$ cat src/rtl/lcd_timing_pkg.sv
// Shared constants for the LCD timing generator: default panel timing,
// RGB565 colour-bar palette and the bar count used by the test pattern.
package lcd_timing_pkg;

    // Default timing for a 480x272 panel
    localparam int DEF_H_ACTIVE = 480;
    localparam int DEF_H_FP     = 8;
    localparam int DEF_H_SYNC   = 4;
    localparam int DEF_H_BP     = 43;
    localparam int DEF_V_ACTIVE = 272;
    localparam int DEF_V_FP     = 8;
    localparam int DEF_V_SYNC   = 4;
    localparam int DEF_V_BP     = 12;

    // Largest total that still fits the 11-bit counters and X/Y outputs
    localparam int MAX_TOTAL    = 2047;

    // Number of vertical colour bars across the active width
    localparam int BAR_COUNT    = 8;

    typedef struct packed {
        logic [4:0] r;
        logic [5:0] g;
        logic [4:0] b;
    } rgb565_t;

    typedef enum logic [2:0] {
        BAR_WHITE   = 3'd0,
        BAR_YELLOW  = 3'd1,
        BAR_CYAN    = 3'd2,
        BAR_GREEN   = 3'd3,
        BAR_MAGENTA = 3'd4,
        BAR_RED     = 3'd5,
        BAR_BLUE    = 3'd6,
        BAR_BLACK   = 3'd7
    } bar_t;

    localparam rgb565_t RGB_WHITE   = 16'hFFFF;
    localparam rgb565_t RGB_YELLOW  = 16'hFFE0;
    localparam rgb565_t RGB_CYAN    = 16'h07FF;
    localparam rgb565_t RGB_GREEN   = 16'h07E0;
    localparam rgb565_t RGB_MAGENTA = 16'hF81F;
    localparam rgb565_t RGB_RED     = 16'hF800;
    localparam rgb565_t RGB_BLUE    = 16'h001F;
    localparam rgb565_t RGB_BLACK   = 16'h0000;

    // Map a bar index (0 = leftmost) to its colour
    function automatic rgb565_t bar_color(input logic [2:0] idx);
        rgb565_t c;
        c = RGB_BLACK;
        case (bar_t'(idx))
            BAR_WHITE:   c = RGB_WHITE;
            BAR_YELLOW:  c = RGB_YELLOW;
            BAR_CYAN:    c = RGB_CYAN;
            BAR_GREEN:   c = RGB_GREEN;
            BAR_MAGENTA: c = RGB_MAGENTA;
            BAR_RED:     c = RGB_RED;
            BAR_BLUE:    c = RGB_BLUE;
            BAR_BLACK:   c = RGB_BLACK;
            default:     c = RGB_BLACK;
        endcase
        return c;
    endfunction

endpackage

$ cat src/rtl/lcd_axis_cnt.sv
// One timing axis counter: counts 0..TOTAL-1 on enabled steps and raises
// carry combinationally on the step that wraps it back to zero.
module lcd_axis_cnt #(
    parameter int TOTAL = 535,
    parameter int WIDTH = 11
) (
    input  logic             clk,
    input  logic             rst,
    input  logic             ce,
    input  logic             step,
    output logic [WIDTH-1:0] count,
    output logic             carry
);

    localparam logic [WIDTH-1:0] LAST = WIDTH'(TOTAL - 1);

    assign carry = ce && step && (count == LAST);

    // Advance on a CE-qualified step, wrapping at TOTAL-1
    always_ff @(posedge clk) begin
        if (rst) begin
            count <= '0;
        end else if (ce && step) begin
            count <= carry ? '0 : count + 1'b1;
        end
    end

endmodule

$ cat src/rtl/lcd_timing_gen.sv
// LCD raster timing generator: H/V counters, registered DEN/X/Y, active-low
// syncs and line/frame start pulses, all one CE-cycle behind the counters.
// Optional colour-bar test pattern is built when LCD_TIMING_TEST_PATTERN_EN
// is defined; otherwise TP_R/G/B are tied to zero.
module lcd_timing_gen
    import lcd_timing_pkg::*;
#(
    parameter int H_ACTIVE = DEF_H_ACTIVE,
    parameter int H_FP     = DEF_H_FP,
    parameter int H_SYNC   = DEF_H_SYNC,
    parameter int H_BP     = DEF_H_BP,
    parameter int V_ACTIVE = DEF_V_ACTIVE,
    parameter int V_FP     = DEF_V_FP,
    parameter int V_SYNC   = DEF_V_SYNC,
    parameter int V_BP     = DEF_V_BP
) (
    input  logic        CLK,
    input  logic        RST_IN,
    input  logic        CE,
    output logic        DEN,
    output logic [10:0] X,
    output logic [10:0] Y,
    output logic        HSYNC,
    output logic        VSYNC,
    output logic        LINE_START,
    output logic        FRAME_START,
    output logic [4:0]  TP_R,
    output logic [5:0]  TP_G,
    output logic [4:0]  TP_B
);

    localparam int H_TOTAL = H_ACTIVE + H_FP + H_SYNC + H_BP;
    localparam int V_TOTAL = V_ACTIVE + V_FP + V_SYNC + V_BP;

    localparam logic [10:0] H_ACT  = 11'(H_ACTIVE);
    localparam logic [10:0] HS_BEG = 11'(H_ACTIVE + H_FP);
    localparam logic [10:0] HS_END = 11'(H_ACTIVE + H_FP + H_SYNC);
    localparam logic [10:0] V_ACT  = 11'(V_ACTIVE);
    localparam logic [10:0] VS_BEG = 11'(V_ACTIVE + V_FP);
    localparam logic [10:0] VS_END = 11'(V_ACTIVE + V_FP + V_SYNC);

    if (H_TOTAL > MAX_TOTAL) begin : g_h_total_chk
        $error("lcd_timing_gen: H_TOTAL exceeds 2047");
    end
    if (V_TOTAL > MAX_TOTAL) begin : g_v_total_chk
        $error("lcd_timing_gen: V_TOTAL exceeds 2047");
    end

    logic [10:0] hcnt;
    logic [10:0] vcnt;
    logic        h_carry;

    lcd_axis_cnt #(.TOTAL(H_TOTAL), .WIDTH(11)) u_hcnt (
        .clk   (CLK),
        .rst   (RST_IN),
        .ce    (CE),
        .step  (1'b1),
        .count (hcnt),
        .carry (h_carry)
    );

    lcd_axis_cnt #(.TOTAL(V_TOTAL), .WIDTH(11)) u_vcnt (
        .clk   (CLK),
        .rst   (RST_IN),
        .ce    (CE),
        .step  (h_carry),
        .count (vcnt),
        .carry ()
    );

    logic h_act;
    logic v_act;
    logic den_now;
    logic hs_on;
    logic vs_on;

    assign h_act   = hcnt < H_ACT;
    assign v_act   = vcnt < V_ACT;
    assign den_now = h_act && v_act;
    assign hs_on   = (hcnt >= HS_BEG) && (hcnt < HS_END);
    assign vs_on   = (vcnt >= VS_BEG) && (vcnt < VS_END);

    // Register the raster outputs from the current counter values; pulses self-clear
    always_ff @(posedge CLK) begin
        if (RST_IN) begin
            DEN         <= 1'b0;
            X           <= '0;
            Y           <= '0;
            HSYNC       <= 1'b1;
            VSYNC       <= 1'b1;
            LINE_START  <= 1'b0;
            FRAME_START <= 1'b0;
        end else begin
            LINE_START  <= 1'b0;
            FRAME_START <= 1'b0;
            if (CE) begin
                DEN         <= den_now;
                X           <= den_now ? hcnt : '0;
                Y           <= den_now ? vcnt : '0;
                HSYNC       <= ~hs_on;
                VSYNC       <= ~vs_on;
                LINE_START  <= (hcnt == '0) && v_act;
                FRAME_START <= (hcnt == '0) && (vcnt == '0);
            end
        end
    end

`ifdef LCD_TIMING_TEST_PATTERN_EN
    localparam int          BAR_W    = H_ACTIVE / BAR_COUNT;
    localparam logic [10:0] BAR_LAST = 11'(BAR_W - 1);
    localparam logic [2:0]  BAR_MAX  = 3'(BAR_COUNT - 1);

    logic [10:0] bar_pix;
    logic [2:0]  bar_idx;
    rgb565_t     tp;

    // Track the bar under hcnt with a pixel counter restarted at each line start
    always_ff @(posedge CLK) begin
        if (RST_IN) begin
            bar_pix <= '0;
            bar_idx <= '0;
        end else if (CE) begin
            if (h_carry) begin
                bar_pix <= '0;
                bar_idx <= '0;
            end else if (bar_pix == BAR_LAST) begin
                bar_pix <= '0;
                if (bar_idx != BAR_MAX) begin
                    bar_idx <= bar_idx + 1'b1;
                end
            end else begin
                bar_pix <= bar_pix + 1'b1;
            end
        end
    end

    // Register the bar colour inside the active area, black in blanking
    always_ff @(posedge CLK) begin
        if (RST_IN) begin
            tp <= '0;
        end else if (CE) begin
            tp <= den_now ? bar_color(bar_idx) : '0;
        end
    end

    assign TP_R = tp.r;
    assign TP_G = tp.g;
    assign TP_B = tp.b;
`else
    assign TP_R = '0;
    assign TP_G = '0;
    assign TP_B = '0;
`endif

endmodule

$ cat config.mk
export PLATFORM = sky130hd
export DESIGN_NAME = lcd_timing_gen
export DESIGN_NICKNAME = d
export VERILOG_FILES = /design/src/rtl/lcd_timing_pkg.sv /design/src/rtl/lcd_axis_cnt.sv /design/src/rtl/lcd_timing_gen.sv
export SDC_FILE = /design/constraint.sdc
export NUM_CORES = 1
export LEC_CHECK = 0
export BUFFER_PORTS_ARGS = -buffer_cell sky130_fd_sc_hd__buf_4
export CAP_MARGIN = 20
export CORE_MARGIN = 2
export CORE_UTILIZATION = 40
export DETAILED_ROUTE_END_ITERATION = 6
export PLACE_DENSITY_LB_ADDON = 0.3
export SKIP_LAST_GASP = 1
export SYNTH_ARGS = -nofsm -noshare
export SYNTH_HDL_FRONTEND = slang
export SYNTH_SLANG_ARGS = --single-unit
$ cat constraint.sdc
create_clock -name CLK -period 4.9 [get_ports CLK]
set_input_delay 0.98 -clock CLK [delete_from_list [all_inputs] [get_ports CLK]]
set_output_delay 0.98 -clock CLK [all_outputs]
set_load 0.02 [all_outputs]
# Yosys cells after proc, flatten, opt, wreduce, memory -nomap -nowiden
# Cells that the tools add are included.
# Widths: inputs -> output; s select.
# totals
out_inout_bits	43
wordCells	37
register_bits	49
# classes
eq_ne	2
bitwise_logic	3
muxes	4
n_reduce_logical	11
addsub	2
n_lt_le_gt_ge	6
# ops
cell	n
$lt 11x9->1 const B	4
$mux 11	4
$add 11x1->11 const B	2
$ge 11x9->1 const B	2
$logic_not 11->1	2
$eq 11x10->1 const B	1
$eq 11x9->1 const B	1
$logic_and 1x1->1	8
$not 1->1	3
$reduce_or 2->1	1

# Logic depth before layout (Yosys ltp)
# depth
depth_word	5
mapped_depth	7

# Modules after synthesis
# A second synthesis with hierarchy kept.
# hier_totals
cells_unflattened	230
hier_area_um2	2258.4
# modules_own_cells
module	seq_area_each_um2	area_each_um2	cells_each	instances
lcd_timing_gen	540.5	1088.5	99	1
lcd_axis_cnt (u_hcnt)	220.2	590.6	65	1
lcd_axis_cnt (u_vcnt)	220.2	579.3	66	1

# Worst setup path after synthesis
# Ideal clock, no wire load.
# synth_path
kind	input to register
from	input port CE
to	register u_vcnt.count[6]
t_arrival_ps	1971
path_slack_ps	2797
setup_ps	132
path_stages	5
path_cell_list	nand2_1 -> or4_4 -> clkbuf_1 -> o21ai_0 -> a21oi_1
# synth_via
elab_chain_cells	4
# synth_rtl
element	line	source
from (decl)	lcd_timing_gen.sv:19	input logic CE,
$logic_and 1x1->1	lcd_axis_cnt.sv:17	assign carry = ce && step && (count == LAST);
$logic_and 1x1->1 (*)	lcd_axis_cnt.sv:17, lcd_axis_cnt.sv:23	
$logic_and 1x1->1	lcd_axis_cnt.sv:17	
$mux 11	lcd_axis_cnt.sv:24	count <= carry ? '0 : count + 1'b1;
to (signal assigned)	lcd_axis_cnt.sv:24	
to (decl)	lcd_axis_cnt.sv:11	output logic [WIDTH-1:0] count,
# Mark *: on every way between the ends. The rest lies on a longest branch, timed or not.
# A chain may end at the register's enable or synchronous reset.

# Worst setup path after layout
# layout_path
from	input port CE
to	register u_vcnt.count[5]
# Same word-level chain as after synthesis.

==> key figures <==
Outcome
  – Status: finished, final reports clean

Detailed routing
  – Pre-Repair DR Iteration Count: 4
  – Detailed Route WL: 4.22 mm
  – Vias/cell: 5.07
  – Vias after detailed routing: 1672
  – Post-DRT Antenna Nets: 0
  – Drc violations: 0
  – Initial DRC Count: 85
  – Wire length per cell: roughly 13 microns

Worst setup path
  – WP buf/inv: 1
  – Worst setup SP type: input port
  – Critical Path, Cell by Cell: buf_4, nand2_1, nor4_2, a31oi_1, a311oi_1
  – Critical Path RT: 5.11 ns
  – CP max stage cell: nor4_2
  – Crit Path Category: input port to register
  – CP Data Arrival Time: 2.47 ns
  – CP max FO: 15
  – Critical path's top delay family: simple AND/OR/NAND/NOR gates
  – Crit path largest cell delay: slightly above 0.7 ns
  – Nature of the critical path endpoint: register

Timing
  – Final max-slew violation count: 0
  – Setup ws final: 2.64 ns
  – Worst Tran Pin Value: 0.837 ns
  – Period utilization: 0.462
  – RSZ-0062 raised after global routing: no
  – Hold slack: 0.468 ns
  – FMAX: 0.442 GHz
  – Minimum clock period: 2.26 ns
  – Relative slew margins: 0.437
  – Final Hold Vio Count: 0
  – Setup_tns: 0 ns
  – Fin Clk Skew: 0.00574 ns
  – Final setup viols: 0

Global route
  – Gr ovfl total: 0
  – Antenna violations before repair: 0
  – Vias in the first global route: 1499
  – Global-route wire length before repair: approximately 7 mm
  – Global Route Usage Sum: 0.144
  – Largest net degree at the start of global routing: 24

Synth
  – Dominant synthesized flop cell: dfxtp_1
  – Post-synth top area share: 0.458
  – Number of synthesized flops with an enable pin: 0
  – Syn Inst Count: about 240
  – Most instantiated cells after synthesis: dfxtp_1, a22o_1, buf_4, nor2_1, a21oi_1
  – Synth async-reset ratio: 0
  – Seq/Total Area, Yosys: 0.458
  – Area contributors post-synth: dfxtp_1, a22o_1, buf_4
  – Syn Area/Cell: 9.07 sq um
  – Cell Area, Synth: 2140 sq um
  – Synth cell types: 33
  – Synth warn: 0
  – Synth area leader: dfxtp_1
  – Synthesized flop and latch total: 49
  – Most frequent cell after synthesis: dfxtp_1

Run
  – Max-cap violations: 0

Power
  – VDD IR max: 0.125 mV
  – Clock share of power: 0.404
  – Logic pwr share: 0.052
  – Internal Power: around 0.58 mW
  – Sw Share: 0.224
  – Part of the power in registers: 0.544
  – PwrDens: 302 nW/um^2
  – Sw Pwr: approximately 0.17 mW
  – Pleak: 0.925 nW
  – Final Total Pwr: 0.744 mW

Floorplanning
  – Std cell rows: 26
  – IO Pins: 46
  – Die height: 77.2 microns
  – Die Area: 5950 sq um
  – Die Width: 77.2 microns
  – Core Region: between 5000 and 6000 sq um
  – Initial Util: 0.417

Cells and area
  – Share of layout cells above drive strength 1: 0.162
  – Layout area overhead: 15.2%
  – # fillers: 515
  – Diode count: 0
  – Final cell count without fillers: 330
  – Nets: 267

Place
  – Port Buf Inserts: 29
  – DPL Wire Length: 3.02 mm
  – Routability cong.: a little over 0.8
  – Place WS: approximately 2.3 ns
  – Placed Cells: ~320

Clock network
  – H-Tree Depth: 2
  – Clk Latency, worst-skew pair: approximately 0.30 ns
  – CTS tree: built
  – CTS clock-pin slew for the worst setup and hold paths: roughly 0.09 ns
  – Cts bufs inserted: 5
  – Setup Buffers After CTS: 0
  – Hold_buf cts: 0
  – Root Driver: clkbuf_8
  – TritonCTS Sinks: 49
  – Max Buffers Root-to-Sink: 2
  – Cts repair resizes: 0

Worst hold path
  – Worst Hold Class: register to register
cell type report:
type / count / area [sq um] / area share
multi-input cells: 163 / 1010 / 0.408
flip-flops and latches: 49 / 981 / 0.398
repair buffers: 31 / 236 / 0.0959
well taps: 70 / 87.6 / 0.0355
clock buffers: 6 / 82.6 / 0.0335
clock inverters: 2 / 37.5 / 0.0152
inverters: 9 / 33.8 / 0.0137
worst reg2reg max path: cells and delay by family (launching register included):
family / cells / cell delay (ns)
AOI/OAI and AO/OA: 2 / 0.46
DFF: 1 / 0.38
and+or+nand+nor: 2 / 1.32
worst paths after layout:
| check | cells after the start | endpoint | start | slack [ns] |
|---|---|---|---|---|
| worst max-delay path | 5 | u_vcnt.count[5]$_SDFFE_PP0P_ | CE | 2.64 |
| worst min-delay path | 1 | Y[9]$_SDFFE_PP0P_ | Y[9]$_SDFFE_PP0P_ | 0.47 |
| worst max register to register | 4 | u_vcnt.count[5]$_SDFFE_PP0P_ | u_hcnt.count[7]$_SDFFE_PP0P_ | 2.64 |
| worst min register to register | 1 | Y[9]$_SDFFE_PP0P_ | Y[9]$_SDFFE_PP0P_ | 0.47 |
layer usage:
metal	share of wire	GRT usage
met5	0	0
met4	0.018	0.0643
met3	0.042	0.0247
met2	0.43	0.207
met1	0.51	0.209
through the flow:
| stage | area, sq um | util |
|---|---|---|
| 6_report | 2470 | 0.480 |
| 5_1_grt | 2470 | 0.480 |
| 4_1_cts | 2470 | 0.480 |
| 3_5_place_dp | 2350 | 0.456 |
| 3_3_place_gp | 2330 | 0.454 |
| 2_1_floorplan | 2200 | - |
cells by family (layout without fill, tap and decap cells):
family	Yosys count	after routing	share of synthesized area
simple gates	86	86	0.220
buf+inv	39	48	0.0976
compound gates	48	48	0.161
xor+xnor	8	8	0.0327
fa+ha+maj	5	5	0.0292
flops	49	49	0.458
other cells	1	16	0.00175
state kept, by name (all words and copies together), names as in the netlist:
name	flops
DEN	1
VSYNC	1
Y	11
FRAME_START	1
HSYNC	1
X	11
u_vcnt.count	11
LINE_START	1
u_hcnt.count	11
power by group through the flow:
stage | registers, mW | logic, mW | clock network [mW]
after detailed placement | 0.414 | 0.0388 | 0
after global placement | 0.413 | 0.0376 | 0
after global routing | 0.405 | 0.0426 | 0.320
after CTS | 0.404 | 0.0390 | 0.306
final | 0.404 | 0.0388 | 0.301
after floorplan | 0.416 | 0.0357 | 0
placed cells by master (no fill, tap or decap), types with 2 or more instances in the layout:
master,n
nand3_1,10
nand2b_1,6
inv_1,9
a311oi_1,3
dfxtp_1,49
a22o_1,18
a21oi_1,14
buf_4,30
o21ai_0,4
nand4b_1,2
nand2_1,12
or4_4,2
ha_1,5
clkbuf_8,6
xor2_1,2
nor3_1,7
nor4_1,3
and3_1,2
o32ai_1,4
conb_1,16
or3_1,8
nor2_1,16
xnor2_1,6
and2_1,5
or4_1,2
a31oi_1,2
nand4_1,9
Note: power is estimated with default switching activity, not from simulation.
